$ cat config.mk
export PLATFORM = sky130hd
export DESIGN_NAME = axis_processor_flat
export DESIGN_NICKNAME = d
export VERILOG_FILES = /design/src/rtl/axis_processor_if.sv /design/src/rtl/axis_processor.sv /design/src/flat_wrapper.sv
export SDC_FILE = /design/constraint.sdc
export NUM_CORES = 1
export LEC_CHECK = 0
export CORE_ASPECT_RATIO = 0.9
export CORE_MARGIN = 2
export CORE_UTILIZATION = 34
export DETAILED_ROUTE_END_ITERATION = 16
export GPL_TIMING_DRIVEN = 0
export PLACE_DENSITY = 0.59
export REMOVE_ABC_BUFFERS = 1
export SYNTH_ARGS = -nofsm -noshare
export SYNTH_HDL_FRONTEND = slang
export SYNTH_SLANG_ARGS = --single-unit
export TNS_END_PERCENT = 30
$ cat constraint.sdc
create_clock -name clk -period 3.9 [get_ports clk]
set_clock_uncertainty 0.15 [all_clocks]
set_input_delay 0.585 -clock clk [delete_from_list [all_inputs] [get_ports clk]]
set_output_delay 0.585 -clock clk [all_outputs]
set_load 0.03 [all_outputs]
$ cat src/rtl/axis_processor_if.sv
// Purpose: one stream link (tdata/tvalid/tready) shared by command input and fire-vector output.
// Latency: none, wiring only.
// Backpressure: a beat transfers on a rising clk edge where tvalid and tready are both high.
// Ports: W = tdata width; master drives tdata/tvalid, slave drives tready.
interface axis_processor_if #(
    parameter int W = 16
) ();
    logic [W-1:0] tdata;
    logic         tvalid;
    logic         tready;

    modport master (output tdata, output tvalid, input tready);
    modport slave  (input tdata, input tvalid, output tready);
endinterface

$ cat src/rtl/axis_processor.sv
// Purpose: tiny spiking-neuron array driven by stream commands (NOP/RUN/AS/CLR/PERIODIC); RUN n emits n fire vectors.
// Latency: first fire vector valid 2 cycles after the RUN accept cycle, each later one 2 cycles after the previous handshake.
// Backpressure: commands accepted only in IDLE; output vector held stable until m_axis.tready.
// Ports: clk, arst (async, active-high), s_axis (slave, command packets), m_axis (master, one fire bit per neuron).
module axis_processor #(
    parameter int NUM_INP   = 2,
    parameter int INP_WIDTH = 16,
    parameter int OUT_WIDTH = NUM_INP,
    parameter int THRESHOLD = 1,
    parameter int CHARGE_W  = 8
) (
    input  logic             clk,
    input  logic             arst,
    axis_processor_if.slave  s_axis,
    axis_processor_if.master m_axis
);
    typedef enum logic [1:0] {IDLE, STEP, EMIT} state_t;

    localparam logic [2:0] OP_RUN = 3'b001;
    localparam logic [2:0] OP_AS  = 3'b010;
    localparam logic [2:0] OP_CLR = 3'b011;
    localparam logic [2:0] OP_PER = 3'b100;

    // Charge arithmetic runs two bits wider so charge + pending + periodic can never wrap before saturation.
    localparam logic [CHARGE_W+1:0] CMAX_X = {2'b00, {CHARGE_W{1'b1}}};
    localparam logic [CHARGE_W+1:0] THR_X  = THRESHOLD[CHARGE_W+1:0];

    state_t                state_q, state_d;
    logic [12:0]           remain_q, remain_d;
    logic                  rdy_q, rdy_d;
    logic                  vld_q, vld_d;
    logic [OUT_WIDTH-1:0]  tdata_q, tdata_d;

    logic [CHARGE_W-1:0]   charge_q [NUM_INP];
    logic [CHARGE_W-1:0]   charge_d [NUM_INP];
    logic [CHARGE_W-1:0]   pend_q   [NUM_INP];
    logic [CHARGE_W-1:0]   pend_d   [NUM_INP];
    logic [1:0]            pval_q   [NUM_INP];
    logic [1:0]            pval_d   [NUM_INP];
    logic [4:0]            pper_q   [NUM_INP];
    logic [4:0]            pper_d   [NUM_INP];
    logic [4:0]            pcnt_q   [NUM_INP];
    logic [4:0]            pcnt_d   [NUM_INP];

    // Command field decode.
    logic [INP_WIDTH-1:0]  cmd;
    logic [2:0]            cmd_op;
    logic                  cmd_ind;
    logic [1:0]            cmd_val;
    logic [4:0]            cmd_per;
    logic [12:0]           run_n;
    logic                  cmd_acc;
    logic                  unused_bits;

    assign cmd         = s_axis.tdata;
    assign cmd_op      = cmd[15:13];
    assign cmd_ind     = cmd[12];
    assign cmd_val     = cmd[11:10];
    assign cmd_per     = cmd[9:5];
    assign run_n       = cmd[12:0];
    assign unused_bits = ^cmd[4:0];
    assign cmd_acc     = s_axis.tvalid & rdy_q;

    // Per-neuron datapath: timestep sum/fire and AS pending accumulation.
    logic [NUM_INP-1:0]    sel;
    logic [NUM_INP-1:0]    due;
    logic [NUM_INP-1:0]    fire;
    logic [CHARGE_W+1:0]   step_sum [NUM_INP];
    logic [CHARGE_W+1:0]   step_sat [NUM_INP];
    logic [CHARGE_W:0]     as_sum   [NUM_INP];
    logic [CHARGE_W-1:0]   as_sat   [NUM_INP];

    for (genvar g = 0; g < NUM_INP; g++) begin : g_neuron
        // Only neurons 0 and 1 are addressable through the one-bit index field.
        assign sel[g]      = (g < 2) && (cmd_ind == 1'(g));
        assign due[g]      = (pper_q[g] != 5'd0) && (pcnt_q[g] == 5'd0);
        assign step_sum[g] = {2'b00, charge_q[g]} + {2'b00, pend_q[g]}
                           + (due[g] ? {{CHARGE_W{1'b0}}, pval_q[g]} : '0);
        assign step_sat[g] = (step_sum[g] > CMAX_X) ? CMAX_X : step_sum[g];
        assign fire[g]     = (step_sat[g] >= THR_X);
        assign as_sum[g]   = {1'b0, pend_q[g]} + {{(CHARGE_W-1){1'b0}}, cmd_val};
        assign as_sat[g]   = as_sum[g][CHARGE_W] ? {CHARGE_W{1'b1}} : as_sum[g][CHARGE_W-1:0];
    end

    always_comb begin
        state_d  = state_q;
        remain_d = remain_q;
        tdata_d  = tdata_q;
        charge_d = charge_q;
        pend_d   = pend_q;
        pval_d   = pval_q;
        pper_d   = pper_q;
        pcnt_d   = pcnt_q;

        case (state_q)
            IDLE: begin
                if (cmd_acc) begin
                    case (cmd_op)
                        OP_RUN: begin
                            if (run_n != 13'd0) begin
                                state_d  = STEP;
                                remain_d = run_n;
                            end
                        end
                        OP_AS: begin
                            for (int i = 0; i < NUM_INP; i++) begin
                                if (sel[i]) pend_d[i] = as_sat[i];
                            end
                        end
                        OP_CLR: begin
                            for (int i = 0; i < NUM_INP; i++) begin
                                charge_d[i] = '0;
                                pend_d[i]   = '0;
                                pval_d[i]   = '0;
                                pper_d[i]   = '0;
                                pcnt_d[i]   = '0;
                            end
                        end
                        OP_PER: begin
                            // Counter at 0 makes the new periodic input due on the very next timestep.
                            for (int i = 0; i < NUM_INP; i++) begin
                                if (sel[i]) begin
                                    pval_d[i] = cmd_val;
                                    pper_d[i] = cmd_per;
                                    pcnt_d[i] = '0;
                                end
                            end
                        end
                        default: ;
                    endcase
                end
            end
            STEP: begin
                for (int i = 0; i < NUM_INP; i++) begin
                    charge_d[i] = fire[i] ? '0 : step_sat[i][CHARGE_W-1:0];
                    pend_d[i]   = '0;
                    if (due[i]) begin
                        pcnt_d[i] = pper_q[i] - 5'd1;
                    end else if (pcnt_q[i] != 5'd0) begin
                        pcnt_d[i] = pcnt_q[i] - 5'd1;
                    end
                end
                tdata_d = OUT_WIDTH'(fire);
                state_d = EMIT;
            end
            EMIT: begin
                if (m_axis.tready) begin
                    remain_d = remain_q - 13'd1;
                    state_d  = (remain_q == 13'd1) ? IDLE : STEP;
                end
            end
            default: state_d = IDLE;
        endcase

        // Handshake outputs are registered from the next state so reset can hold them low.
        rdy_d = (state_d == IDLE);
        vld_d = (state_d == EMIT);
    end

    always_ff @(posedge clk or posedge arst) begin
        if (arst) begin
            state_q  <= IDLE;
            remain_q <= '0;
            rdy_q    <= 1'b0;
            vld_q    <= 1'b0;
            tdata_q  <= '0;
            for (int i = 0; i < NUM_INP; i++) begin
                charge_q[i] <= '0;
                pend_q[i]   <= '0;
                pval_q[i]   <= '0;
                pper_q[i]   <= '0;
                pcnt_q[i]   <= '0;
            end
        end else begin
            state_q  <= state_d;
            remain_q <= remain_d;
            rdy_q    <= rdy_d;
            vld_q    <= vld_d;
            tdata_q  <= tdata_d;
            for (int i = 0; i < NUM_INP; i++) begin
                charge_q[i] <= charge_d[i];
                pend_q[i]   <= pend_d[i];
                pval_q[i]   <= pval_d[i];
                pper_q[i]   <= pper_d[i];
                pcnt_q[i]   <= pcnt_d[i];
            end
        end
    end

    assign s_axis.tready = rdy_q;
    assign m_axis.tvalid = vld_q;
    assign m_axis.tdata  = tdata_q;
endmodule

$ cat src/flat_wrapper.sv
// flat-port wrapper written by rule: the top's interface ports become plain ports
module axis_processor_flat 
#(
    parameter int NUM_INP   = 2,
    parameter int INP_WIDTH = 16,
    parameter int OUT_WIDTH = NUM_INP,
    parameter int THRESHOLD = 1,
    parameter int CHARGE_W  = 8
)
  (clk, arst, s_axis_tdata, s_axis_tvalid, s_axis_tready, m_axis_tdata, m_axis_tvalid, m_axis_tready);
  axis_processor_if #(.W(16)) s_axis_i ();
  axis_processor_if #(.W(2)) m_axis_i ();
  input  logic clk;
  input  logic arst;
  input wire logic [$bits(s_axis_i.tdata)-1:0] s_axis_tdata;
  input wire logic [$bits(s_axis_i.tvalid)-1:0] s_axis_tvalid;
  output wire logic [$bits(s_axis_i.tready)-1:0] s_axis_tready;
  output wire logic [$bits(m_axis_i.tdata)-1:0] m_axis_tdata;
  output wire logic [$bits(m_axis_i.tvalid)-1:0] m_axis_tvalid;
  input wire logic [$bits(m_axis_i.tready)-1:0] m_axis_tready;
  assign s_axis_i.tdata = s_axis_tdata;
  assign s_axis_i.tvalid = s_axis_tvalid;
  assign s_axis_tready = s_axis_i.tready;
  assign m_axis_tdata = m_axis_i.tdata;
  assign m_axis_tvalid = m_axis_i.tvalid;
  assign m_axis_i.tready = m_axis_tready;
  axis_processor #(.NUM_INP(NUM_INP), .INP_WIDTH(INP_WIDTH), .OUT_WIDTH(OUT_WIDTH), .THRESHOLD(THRESHOLD), .CHARGE_W(CHARGE_W)) u_core (.clk(clk), .arst(arst), .s_axis(s_axis_i), .m_axis(m_axis_i));
endmodule
# Yosys cells after proc, flatten, opt, wreduce, memory -nomap -nowiden
# Cells that the tools add are included.
dict set report classes {
  n_eq_ne 23
  n_mux 42
  bitwise_logic 1
  add_sub_neg 11
  n_reduce_logical 22
  n_lt_le_gt_ge 4
}
# operator n
set op_table {}
lappend op_table {{16-bit case mux with 2 select lines} 3}
lappend op_table {{10-bit case mux with 2 select lines} 3}
lappend op_table {{13-bit two-way mux} 4}
lappend op_table {{16-bit two-way mux} 3}
lappend op_table {{8-bit two-way mux} 6}
lappend op_table {{5-bit two-way mux} 8}
lappend op_table {{10-bit two-way mux} 3}
lappend op_table {{13-bit case mux with 2 select lines} 1}
lappend op_table {{10-bit adder} 2}
lappend op_table {{10-bit by 1-bit >= comparator with 1-bit output, second input constant} 2}
lappend op_table {{10-bit by 8-bit greater-than comparator with 1-bit output, second input constant} 2}
lappend op_table {{5-bit nonzero test} 4}
lappend op_table {{5-bit by 1-bit subtractor with 5-bit output, second input constant} 4}
lappend op_table {{8-bit by 2-bit adder with 9-bit output} 2}
lappend op_table {{8-bit by 8-bit adder with 9-bit output} 2}
lappend op_table {{3-bit inequality test, second input constant} 6}
lappend op_table {{2-bit two-way mux} 8}
lappend op_table {{4-bit AND reduction} 4}
lappend op_table {{5-bit AND reduction} 3}
lappend op_table {{13-bit by 1-bit == test with 1-bit output, second input constant} 1}
lappend op_table {{13-bit nonzero test} 1}
lappend op_table {{13-bit by 1-bit subtractor with 13-bit output, second input constant} 1}
lappend op_table {{5-bit logical NOT} 2}
lappend op_table {{2-bit inequality test, second input constant} 5}
lappend op_table {{15 further kinds} 23}
dict set report word_totals {
  reg_bits 75
  word_cells 118
  inputBits 20
}

# Longest topological paths before layout
dict set report logic_depth {
  depth_word 9
  depth_mapped 11
  ltp_nobuf 11
}

# Worst setup path before layout
# OpenSTA, ideal clock, no wires.
dict set report synth_path {
  path_kind {register to register}
  start {register u_core.pcnt_q[1] in the netlist's numbering}
  end {register u_core.tdata_q[1] (netlist: u_core.m_axis.tdata[1])}
  path_buffers 0
  t_arrival_ns 3.288
  path_stages_with_launch 12
  setup_slack_ns 0.322
  required_ns 3.610
  period_less_slack_ns 3.578
  path_cell_list {dfrtp_1 > or4_4 > nor2_2 > and3_1 > ha_1 > inv_1 > fa_1 > or3b_2 > a311o_1 > a2111oi_0 > o311a_1 > a31oi_1}
}
dict set report synth_via {
  elab_chain_cells 7
}
# item line
set synth_lines {}
lappend synth_lines {{start, declared} axis_processor.sv:42} ;# logic [4:0] pcnt_q [NUM_INP];
lappend synth_lines {{start signal, assigned by index} axis_processor.sv:185} ;# pcnt_q[i] <= pcnt_d[i];
lappend synth_lines {{5-bit logical NOT (*)} axis_processor.sv:76} ;# assign due[g] = (pper_q[g] != 5'd0) && (pcnt_q[g] == 5'd0);
lappend synth_lines {{1-bit logical AND (*)} axis_processor.sv:76}
lappend synth_lines {{2-bit two-way mux (*)} axis_processor.sv:78} ;# + (due[g] ? {{CHARGE_W{1'b0}}, pval_q[g]} : '0);
lappend synth_lines {{10-bit adder (*)} axis_processor.sv:78}
lappend synth_lines {{10-bit by 8-bit greater-than comparator with 1-bit output} axis_processor.sv:79} ;# assign step_sat[g] = (step_sum[g] > CMAX_X) ? CMAX_X : step_sum[g];
lappend synth_lines {{10-bit two-way mux (*)} axis_processor.sv:79}
lappend synth_lines {{10-bit by 1-bit >= comparator with 1-bit output (*)} axis_processor.sv:80} ;# assign fire[g] = (step_sat[g] >= THR_X);
lappend synth_lines {{end signal, assigned} axis_processor.sv:179} ;# tdata_q <= tdata_d;
lappend synth_lines {{end, declared} axis_processor.sv:32} ;# logic [OUT_WIDTH-1:0] tdata_q, tdata_d;
# Mark *: on every way between the ends. The rest lies on a longest branch, timed or not.
# A chain may end at the register's enable or synchronous reset.

# Worst setup path after layout
# Ends and elaborated chain as after synthesis.

==> results.json <==
{
  "status": "finished clean",
  "track_usage_pct": 16.3,
  "p_leak_nw": 2.38,
  "holdPathEnd": "u_core.pval_q[1]",
  "ys_seq_elements": 75,
  "powerDensity_nw_per_um2": 576,
  "use_met2_pct": 26.7,
  "cp-start-kind": "flip-flop",
  "routed_wl_mm": 11.0,
  "fin_area_um2": 5440,
  "avgRoutedWirePerCell_um": 15.4,
  "yosysTopAreaCellShare_pct": 39.8,
  "yosys.cell_types.count": 64,
  "critPathArrivalTime_ps": 3860,
  "slew_headroom_pct": 12.4,
  "clk_latency_ps": 350,
  "worstSetupPathType": "reg -> reg",
  "core_um2": 13500,
  "crit_fanout": 7,
  "vias": 3950,
  "layout-drive-gt1-share_pct": 6.78,
  "setup_viol": 0,
  "crit_required_ps": 3960,
  "postRouteAntennaNets": 0,
  "place_area_um2": 5140,
  "rows": 40,
  "antenna_found_initial": 0,
  "place_congestion": 0.807,
  "r2r_setup_slack_ps": 100,
  "numClockSinks": 75,
  "cts.hold.buffers_added": 0,
  "min-delay-start": "u_core.pval_q[1]",
  "htree_levels": 3,
  "route.detailed.drc": 0,
  "die-width_um": 128,
  "rsz0062_at_grt": "yes",
  "ys_seq_area_share_pct": 39.8,
  "dieArea_um2": 14800,
  "dpl.hpwl_mm": 7.94,
  "r2r-start": "u_core.pcnt_q[1]",
  "cts_buffers": 9,
  "end_kind": "flip-flop",
  "grt_pass1_wl_mm": 19.1,
  "clock.fmax_mhz": 263,
  "start_util_pct": 35.0,
  "grt_util_met3_pct": 4.11,
  "syn_area_um2": 4720,
  "io_pins": 24,
  "antenna_cells": 0,
  "synthCells": 519,
  "tritoncts": "built",
  "die_h_um": 116,
  "yosys.area.top_type": "dfrtp_1",
  "worst-r2r-cell-count": 11,
  "grt_max_degree": 62,
  "async_flop_share_pct": 100,
  "gr-total-overflow": 0,
  "hold_class": "reg -> reg",
  "hold_depth": 2,
  "syn_to_final_growth_pct": 15.4,
  "globalRouteMet1Util_pct": 21.3,
  "worst_slew_pin_slew_ps": 1310,
  "drv_slew": 0,
  "yosys_warnings": 0,
  "tns_ps": 0,
  "nets": 595,
  "via_per_inst": 5.53,
  "ir_worst_vdd_mv": 0.328,
  "yosys-top-cells-area": "dfrtp_1, ha_1, o21ai_0",
  "power_mw": 3.13,
  "hold_viol": 0,
  "cap_violations": 0,
  "grt_pass1_vias": 3917,
  "cts_buffer_depth": 2,
  "io_buffers": 23,
  "clkSlewWorstSetupHoldPaths_ps": 60,
  "synth-edff-count": 0,
  "first_iter_violations": 178,
  "grt_busiest_layer": "met2",
  "r2r-end": "u_core.m_axis.tdata[1]",
  "syn_avg_cell_area_um2": 9.09,
  "fin_crit_ps": 3800,
  "dr.pass1.iters": 4,
  "root_buffer": "clkbuf_16",
  "synth_top_flop_cell": "dfrtp_1",
  "finalCritPeriodShare_pct": 97.5
}
==> cells in the mapped netlist (5+ instances only) <==
cell      count
nor3_1       11
inv_1        26
nor4_1        6
nor2b_1      21
dfrtp_1      75
nor2_1       47
clkbuf_1     12
o21ai_0      68
nand2b_1      8
o21bai_1      5
a22o_1        8
xnor2_1       5
mux2i_1       6
a211oi_1      5
a21o_1        8
nand2_1      40
a21oi_1      33
nand3_1       8
ha_1         28
fa_1          6
and3_1        6
or2_2         6
a31oi_1       7
==> final cells by class <==
cell class / instances / area [um^2]
clock buffers: 11 / 243
clock inverters: 5 / 52.6
fillers: 1335 / 8020
inverters: 26 / 100
multi-input cells: 405 / 2700
flip-flops and latches: 75 / 1880
well taps: 168 / 210
repair buffers: 24 / 258
==> worst max path at each step <==
stage / startpoint / to / cells after the start
floorplan: u_core.pcnt_q[1] / u_core.m_axis.tdata[1] / 11
global placement: arst / u_core.remain_q[7] / 2
detailed placement: u_core.pcnt_q[1] / u_core.m_axis.tdata[1] / 11
CTS: u_core.pcnt_q[1] / u_core.m_axis.tdata[1] / 11
global route: u_core.pcnt_q[1] / u_core.m_axis.tdata[1] / 11
finish: u_core.pcnt_q[1] / u_core.m_axis.tdata[1] / 11
==> registers in the layout, indices dropped and copies added, names as in the netlist <==
register and cells:
u_core.pval_q 4, u_core.charge_q 16, u_core.pcnt_q 10, u_core.m_axis.tvalid 1, u_core.remain_q 13, u_core.s_axis.tready 1, u_core.pper_q 10, u_core.m_axis.tdata 2
u_core.pend_q 16, u_core.state_q 2
==> repair_timing <==
| action | 4_1_cts | 5_1_grt |
|---|---|---|
| resized for setup | 1 | 2 |
| hold endpoints to repair | 0 | 0 |
| setup endpoints to repair | 1 | 2 |
| buffers inserted | 0 | 0 |
==> per-layer routing <==
metal | wire length [um] | up-vias
met5 | 0 | -
met4 | 153 | 0
met3 | 426 | 12
met2 | 5120 | 57
met1 | 5280 | 1934
li1 | - | 1947
==> cell families (layout without fill, tap and decap cells) <==
logic type / after synthesis / in the layout / share of synthesized area (%)
fa+ha+maj: 34 / 34 / 9.98
simple gates: 184 / 184 / 20.7
flops: 75 / 75 / 39.8
compound gates: 173 / 173 / 23.6
mux: 8 / 8 / 1.75
xor+xnor: 6 / 6 / 1.11
buf+inv: 39 / 66 / 3.13
==> layout by cell type, fill, tap and decap left out, types with 3 or more instances in the layout <==
cell type and instances:
mux2i_1 6, o31ai_1 3, o21ai_0 68, a22o_1 8, nor4_1 6, inv_1 25
o31a_1 3, clkinv_2 3, fa_1 6, clkbuf_16 9, nand2_1 40, nor2_1 46
a31oi_1 7, o21a_1 4, xnor2_1 5, ha_1 28, nand3b_1 4, nor2b_1 21
a21oi_1 33, and3_1 6, a22oi_1 4, or3_1 3, dfrtp_1 75, o21bai_1 5
or2_2 6, nand4_1 3, nor3_1 11, a211oi_1 5, clkdlybuf4s50_1 23, nand3_1 8
nand2b_1 8, a21o_1 8, o41ai_1 3
==> through the flow <==
| step | setup WS [ps] | utilization (%) | hold slack [ps] | instances |
|---|---|---|---|---|
| 4_1_cts | 72.1 | 40.4 | 345 | 714 |
| 3_5_place_dp | 44.1 | 38.2 | 329 | 698 |
| 3_3_place_gp | -185 | 37.9 | 312 | 697 |
| 2_1_floorplan | 322 | - | 292 | 506 |
| 6_report | 98.4 | 40.4 | 340 | 714 |
| 5_1_grt | -58.6 | 40.4 | 374 | 714 |
==> power breakdown <==
part / internal (mW) / total (mW) / switching (mW)
clock: 0.510 / 0.849 / 0.339
sequential: 0.955 / 1.17 / 0.216
combinational: 0.471 / 1.11 / 0.643
total: 1.94 / 3.13 / 1.20
==> critical path, cell delays in order, from the launching register on <==
cell and delay [ps]:
dfrtp_1 420, or4_4 590, nor2_4 180, and3_1 190
ha_1 170, inv_1 60, fa_1 490, or3b_2 450
a311o_1 290, a2111oi_1 360, o311a_1 230, a31oi_1 80
No activity file was read; power rests on OpenSTA's default activity.
